`config.mk`:
```
export PLATFORM = sky130hd
export DESIGN_NAME = pla_inverse_search_flat
export DESIGN_NICKNAME = d
export VERILOG_FILES = /design/src/rtl/pla_inverse_search_pkg.sv /design/src/rtl/pla_inverse_search_if.sv /design/src/rtl/pla_inverse_search_cube_eval.sv /design/src/rtl/pla_inverse_search.sv /design/src/flat_wrapper.sv
export SDC_FILE = /design/constraint.sdc
export NUM_CORES = 2
export LEC_CHECK = 0
export ABC_CLOCK_PERIOD_IN_PS = 4700
export BUFFER_PORTS_ARGS = -buffer_cell sky130_fd_sc_hd__buf_4
export CORE_MARGIN = 8
export CORE_UTILIZATION = 60
export CTS_CLUSTER_SIZE = 24
export DETAILED_ROUTE_END_ITERATION = 16
export PLACE_DENSITY = 0.72
export SLEW_MARGIN = 10
export SYNTH_ARGS = -nofsm -noshare
export SYNTH_HDL_FRONTEND = slang
export SYNTH_SLANG_ARGS = --single-unit
```
`constraint.sdc`:
```
create_clock -name clk -period 4.7 [get_ports clk]
set_clock_uncertainty 0.2 [all_clocks]
set_input_delay 0.235 -clock clk [delete_from_list [all_inputs] [get_ports clk]]
set_output_delay 0.235 -clock clk [all_outputs]
set_load 0.02 [all_outputs]
```
`src/rtl/pla_inverse_search_pkg.sv`:
```
// Shared definitions for the PLA inverse-lookup engine: default sizes,
// FSM state encoding and the cube-slot record.
package pla_inverse_search_pkg;

  localparam int PLA_NI    = 10;
  localparam int PLA_NO    = 12;
  localparam int PLA_NCUBE = 64;

  typedef enum logic [1:0] {
    IDLE   = 2'd0,
    SEARCH = 2'd1,
    RESP   = 2'd2
  } state_t;

  // One product term: AND-plane literals (mask/val) plus its OR-plane row.
  typedef struct packed {
    logic              en;
    logic [PLA_NI-1:0] mask;
    logic [PLA_NI-1:0] val;
    logic [PLA_NO-1:0] out;
  } cube_t;

endpackage

```
`src/rtl/pla_inverse_search_if.sv`:
```
// Configuration, request and response channels of the PLA inverse-lookup engine.
interface pla_inverse_search_if
  import pla_inverse_search_pkg::*;
#(
  parameter int NI = PLA_NI,
  parameter int NO = PLA_NO,
  parameter int CW = $clog2(PLA_NCUBE)
);
  logic          cfg_we;
  logic          cfg_ready;
  logic [CW-1:0] cfg_addr;
  logic          cfg_en;
  logic [NI-1:0] cfg_mask;
  logic [NI-1:0] cfg_val;
  logic [NO-1:0] cfg_out;
  logic          req_valid;
  logic          req_ready;
  logic [NO-1:0] req_target;
  logic [NO-1:0] req_care;
  logic          rsp_valid;
  logic          rsp_ready;
  logic          rsp_found;
  logic [NI-1:0] rsp_x;

  modport master (
    output cfg_we, cfg_addr, cfg_en, cfg_mask, cfg_val, cfg_out,
    output req_valid, req_target, req_care, rsp_ready,
    input  cfg_ready, req_ready, rsp_valid, rsp_found, rsp_x
  );

  modport slave (
    input  cfg_we, cfg_addr, cfg_en, cfg_mask, cfg_val, cfg_out,
    input  req_valid, req_target, req_care, rsp_ready,
    output cfg_ready, req_ready, rsp_valid, rsp_found, rsp_x
  );
endinterface

```
`src/rtl/pla_inverse_search_cube_eval.sv`:
```
// Combinational two-level PLA evaluation: cube table + input vector -> f(x).
module pla_inverse_search_cube_eval
  import pla_inverse_search_pkg::*;
#(
  parameter int NCUBE = PLA_NCUBE
) (
  input  cube_t             i_cubes [NCUBE],
  input  logic [PLA_NI-1:0] i_x,
  output logic [PLA_NO-1:0] o_f
);

  // A cube hits when every cared literal agrees with x; hits OR their rows.
  always_comb begin
    o_f = '0;
    for (int c = 0; c < NCUBE; c++) begin
      if (i_cubes[c].en && (((i_x ^ i_cubes[c].val) & i_cubes[c].mask) == '0)) begin
        o_f = o_f | i_cubes[c].out;
      end
    end
  end

endmodule

```
`src/rtl/pla_inverse_search.sv`:
```
// Sequential inverse lookup: scans x = 0 .. 2^NI-1 and reports the lowest x
// whose PLA output matches the masked target.
module pla_inverse_search
  import pla_inverse_search_pkg::*;
#(
  parameter int NI    = PLA_NI,
  parameter int NO    = PLA_NO,
  parameter int NCUBE = PLA_NCUBE
) (
  input logic                clk,
  input logic                rst,
  pla_inverse_search_if.slave bus
);

  localparam int CW = $clog2(NCUBE);

  cube_t         r_cubes [NCUBE];
  state_t        r_state;
  logic [NI-1:0] r_cand;
  logic [NI-1:0] r_rsp_x;
  logic          r_rsp_found;
  logic [NO-1:0] r_target;
  logic [NO-1:0] r_care;

  logic [CW-1:0] w_addr;
  logic [NO-1:0] w_f;
  logic          w_idle;
  logic          w_match;
  logic          w_last;

  assign w_addr  = bus.cfg_addr;
  assign w_idle  = (r_state == IDLE);
  assign w_match = (((w_f ^ r_target) & r_care) == '0);
  assign w_last  = (r_cand == {NI{1'b1}});

  assign bus.cfg_ready = w_idle;
  assign bus.req_ready = w_idle;
  assign bus.rsp_valid = (r_state == RESP);
  assign bus.rsp_found = r_rsp_found;
  assign bus.rsp_x     = r_rsp_x;

  // Only the slot-valid bits are cleared; literal/row data is don't-care while disabled.
  always_ff @(posedge clk) begin
    if (rst) begin
      for (int c = 0; c < NCUBE; c++) begin
        r_cubes[c].en <= 1'b0;
      end
    end else if (bus.cfg_we && w_idle) begin
      r_cubes[w_addr] <= {bus.cfg_en, bus.cfg_mask, bus.cfg_val, bus.cfg_out};
    end
  end

  pla_inverse_search_cube_eval #(.NCUBE(NCUBE)) u_eval (
    .i_cubes (r_cubes),
    .i_x     (r_cand),
    .o_f     (w_f)
  );

  always_ff @(posedge clk) begin
    if (rst) begin
      r_state     <= IDLE;
      r_cand      <= '0;
      r_rsp_found <= 1'b0;
      r_rsp_x     <= '0;
    end else begin
      case (r_state)
        IDLE: begin
          if (bus.req_valid) begin
            r_target <= bus.req_target;
            r_care   <= bus.req_care;
            r_cand   <= '0;
            r_state  <= SEARCH;
          end
        end
        SEARCH: begin
          if (w_match) begin
            r_rsp_x     <= r_cand;
            r_rsp_found <= 1'b1;
            r_state     <= RESP;
          end else if (w_last) begin
            r_rsp_x     <= {NI{1'b1}};
            r_rsp_found <= 1'b0;
            r_state     <= RESP;
          end else begin
            r_cand <= r_cand + 1'b1;
          end
        end
        RESP: begin
          if (bus.rsp_ready) begin
            r_state <= IDLE;
          end
        end
        default: r_state <= IDLE;
      endcase
    end
  end

endmodule
```
`src/flat_wrapper.sv`:
```
// flat-port wrapper written by rule: the top's interface ports become plain ports
module pla_inverse_search_flat import pla_inverse_search_pkg::*;
#(
  parameter int NI    = PLA_NI,
  parameter int NO    = PLA_NO,
  parameter int NCUBE = PLA_NCUBE
)
  (clk, rst, bus_cfg_we, bus_cfg_addr, bus_cfg_en, bus_cfg_mask, bus_cfg_val, bus_cfg_out, bus_req_valid, bus_req_target, bus_req_care, bus_rsp_ready, bus_cfg_ready, bus_req_ready, bus_rsp_valid, bus_rsp_found, bus_rsp_x);
  pla_inverse_search_if #(.NI(NI), .NO(NO)) bus_i ();
  input logic clk;
  input logic rst;
  input wire logic [$bits(bus_i.cfg_we)-1:0] bus_cfg_we;
  input wire logic [$bits(bus_i.cfg_addr)-1:0] bus_cfg_addr;
  input wire logic [$bits(bus_i.cfg_en)-1:0] bus_cfg_en;
  input wire logic [$bits(bus_i.cfg_mask)-1:0] bus_cfg_mask;
  input wire logic [$bits(bus_i.cfg_val)-1:0] bus_cfg_val;
  input wire logic [$bits(bus_i.cfg_out)-1:0] bus_cfg_out;
  input wire logic [$bits(bus_i.req_valid)-1:0] bus_req_valid;
  input wire logic [$bits(bus_i.req_target)-1:0] bus_req_target;
  input wire logic [$bits(bus_i.req_care)-1:0] bus_req_care;
  input wire logic [$bits(bus_i.rsp_ready)-1:0] bus_rsp_ready;
  output wire logic [$bits(bus_i.cfg_ready)-1:0] bus_cfg_ready;
  output wire logic [$bits(bus_i.req_ready)-1:0] bus_req_ready;
  output wire logic [$bits(bus_i.rsp_valid)-1:0] bus_rsp_valid;
  output wire logic [$bits(bus_i.rsp_found)-1:0] bus_rsp_found;
  output wire logic [$bits(bus_i.rsp_x)-1:0] bus_rsp_x;
  assign bus_i.cfg_we = bus_cfg_we;
  assign bus_i.cfg_addr = bus_cfg_addr;
  assign bus_i.cfg_en = bus_cfg_en;
  assign bus_i.cfg_mask = bus_cfg_mask;
  assign bus_i.cfg_val = bus_cfg_val;
  assign bus_i.cfg_out = bus_cfg_out;
  assign bus_i.req_valid = bus_req_valid;
  assign bus_i.req_target = bus_req_target;
  assign bus_i.req_care = bus_req_care;
  assign bus_i.rsp_ready = bus_rsp_ready;
  assign bus_cfg_ready = bus_i.cfg_ready;
  assign bus_req_ready = bus_i.req_ready;
  assign bus_rsp_valid = bus_i.rsp_valid;
  assign bus_rsp_found = bus_i.rsp_found;
  assign bus_rsp_x = bus_i.rsp_x;
  pla_inverse_search #(.NI(NI), .NO(NO), .NCUBE(NCUBE)) u_core (.clk(clk), .rst(rst), .bus(bus_i));
endmodule
```
==> out/metrics.yaml <==
status: "finished, violations left"
violations: "design-rule violations, negative setup slack"
clock_path_buffers: 3
grt_pass1_wl_um: 341000
htreeDepth: 4
crit_fanout: 6
grt_pass1_vias: 45600
critPathArrivalTime_ns: 5.56
ios: 82
synth_cell_types: 55
dieArea_sq_um: 146000
pwr_density_cell_nw_per_um2: 392
ant_nets: 0
placed_cells: 6517
yosysSeqAreaShare_pct: 79.5
cts_root_buf: "clkbuf_16"
dr.pass1.iters: 14
setup_violations: 23
vias: 48100
start_util_pct: 60.3
antenna_found_initial: 16
placed_area_sq_um: 87000
fin_crit_ns: 4.99
vdd_drop_max_uv: 388
clkTransAtPathRegs_ns: 0.07
r2r-start: "u_core.r_cand[7]"
design_area_sq_um: 96500
min_path_type: "in2reg"
startpoint_type: "register"
grt_max_degree: 71
via_per_inst: 6.76
syn_area_sq_um: 80400
clkLatencyLatePin_ns: 0.85
end_kind: "register"
r2r-end: "u_core.r_cand[8]"
holdWs_ns: 0.0706
setup_tns_ns: -4.62
synthCells: 4375
synth.yosys.warnings: 0
cap_violations: 0
drtIter0Drc: 8932
synth_top_flop_cell: "edfxtp_1"
startpoint: "u_core.r_cand[7]"
cts_buffers: 205
syn_nets: 4444
slew_headroom_pct: 11.3
nNetsFinal: 5236
syn_area_per_cell_sq_um: 18.4
critPathCapture: "u_core.r_cand[8]"
synth_area_leaders: "edfxtp_1 77%, xor2_1 7.0%, dfxtp_1 2.2%, a22o_1 2.0%, a221oi_1 2.0%"
core-area_sq_um: 133000
grt_use_total_pct: 32.9
ff2ff_setup_slack_ns: -0.29
fp.dieW_um: 382
place_hpwl_um: 150000
rr_worst_depth: 23
drt-total-wl_um: 250000
drive_gt1_share_pct: 21.6
portBuffers: 81
synth_top_cell_by_area: "edfxtp_1"
hp-start: "bus_req_valid"
rows: 134
finalMaxSlewViolations: 0
ys_ff_latch: 2159
fin_cells: 7119
pre_cts_slack_ns: -0.782
final.period_utilization_pct: 106
drc: 1
clock_sinks: 2159
area_growth_pct: 20.0
async_reset_ff_share_pct: 0
p_leak_nw: 33.8
synth.top_cell.area_share_pct: 77.4
hold_viol_final: 0
fmax_mhz: 200
dieHeight_um: 382
synth_edf_count: 2072
tightestPinTransition_ns: 1.33
routedWlPerCell_um: 35.1
grt_overflow_total: 0
path_class: "reg2reg"
fin_ws_ns: -0.288
crit_required_ns: 5.27
rsz0062_at_grt: "yes"
routabilityCongestion: 0.985
cts_tree: "done"
[area by class of cell]
| class | instances | area, sq um |
|---|---|---|
| Multi-Input combinational cell | 2025 | 16200 |
| Antenna cell | 10 | 25.0 |
| Timing Repair Buffer | 773 | 7680 |
| Clock inverter | 130 | 1050 |
| Tap cell | 1768 | 2210 |
| Sequential cell | 2159 | 64000 |
| Clock buffer | 251 | 5320 |
| Fill cell | 7694 | 36800 |
| Inverter | 3 | 11.3 |
[how the worst min path moves through the flow]
stage	endpoint	slack, ns	cells after the start
3_3_place_gp	u_core.r_target[3]	0.21	1
4_1_cts	u_core.r_state[0]	0.01	4
2_1_floorplan	u_core.r_care[0]	0.13	0
5_1_grt	u_core.r_state[0]	0.09	4
3_5_place_dp	u_core.r_care[8]	0.21	1
6_report	u_core.r_state[0]	0.07	4
[metrics by stage]
| step | power, mW | util (%) |
|---|---|---|
| after floorplan | 21.8 | - |
| after CTS | 37.8 | 71.5 |
| after global routing | 38.6 | 72.4 |
| after global placement | 22.3 | 65.2 |
| final | 37.8 | 72.4 |
| after detailed placement | 22.3 | 65.2 |
[metal layers]
metal | up-vias | wire (um) | GRT usage (%)
met5 | - | 27 | 0.430
met4 | 4 | 15800 | 16.6
met3 | 927 | 37500 | 10.3
met2 | 4226 | 111000 | 49.6
met1 | 23900 | 85500 | 43.6
li1 | 19100 | - | -
[report_power, final]
part	total (mW)	leakage, nW	internal (mW)	switching [mW]
sequential	21.1	19.3	21.1	0.0257
clock	15.8	3.12	8.64	7.15
combinational	0.909	11.4	0.223	0.686
[flip-flops by register name, summed over array words and instances, names as in the netlist]
name                  count
u_core.r_state            2
u_core.r_cand            10
u_core.r_target          12
u_core.r_care            12
u_core.bus.rsp_found      1
u_core.r_cubes         2112
u_core.bus.rsp_x         10
[kinds of logic after synthesis]
logic type,count (synthesis),synth area share (%)
DFF,2159,79.5
AOI/OAI and AO/OA,795,7.91
xor gates and xnor gates,643,7.00
and+or+nand+nor,571,3.39
buffers and inverters,191,1.98
muxes,15,0.187
adders and majority gates,1,0.0156
[critical path, cell delays in order, from the launching register on]
cell and delay (ns):
dfxtp_4 0.41, buf_6 0.15, buf_12 0.12, clkbuf_16 0.16, buf_4 0.14, xor2_1 0.16
a22oi_1 0.10, nand2_1 0.15, nor2_4 0.10, buf_4 0.17, buf_4 0.19, a22o_1 0.24
a221oi_2 0.24, buf_4 0.20, nand4_1 0.19, nor4_4 0.55, mux2i_2 0.34, a2111oi_4 0.06
buf_4 0.18, buf_4 0.14, a311oi_4 0.25, buf_6 0.16, a21o_1 0.11, o211a_1 0.17
[synthesized netlist by cell type, drive strengths merged, types with 2 or more instances]
cell type	number
nand4	114
inv	3
and3	8
nor2b	6
clkbuf	46
nor2	142
a2111oi	3
or3	2
o221a	11
or2	4
mux2i	15
buf	142
a21oi	68
edfxtp	2072
nand2b	17
a221oi	184
and2	4
xor2	640
a222oi	64
dfxtp	87
xnor2	3
o21ai	66
a22oi	208
nand3	72
nand2	179
a22o	184
nor4	11
nor3	5
[cell usage in the layout (no fill, tap or decap), drive strengths merged, types with 2 or more instances in the layout]
cell type       n
a2111oi         3
a21oi          68
a221oi        184
a222oi         64
a22o          184
a22oi         208
and2            4
and3            8
buf           659
bufinv         10
clkbuf        256
clkinv        102
clkinvlp        4
dfxtp          87
diode          10
dlygate4sd3   108
edfxtp       2072
inv            17
mux2i          15
nand2         179
nand2b         17
nand3          72
nand4         114
nor2          142
nor2b           6
nor3            5
nor4           11
o21ai          66
o221a          11
or2             4
or3             2
xnor2           3
xor2          640
[what timing repair did]
item,CTS,global route
gates resized for setup,109,85
hold endpoints to repair,1947,0
pin swaps,42,40
setup endpoints to repair,23,23
cloned,3,5
hold buffers,108,0
setup buffers,31,66
Power figures use the tool's default switching activity.
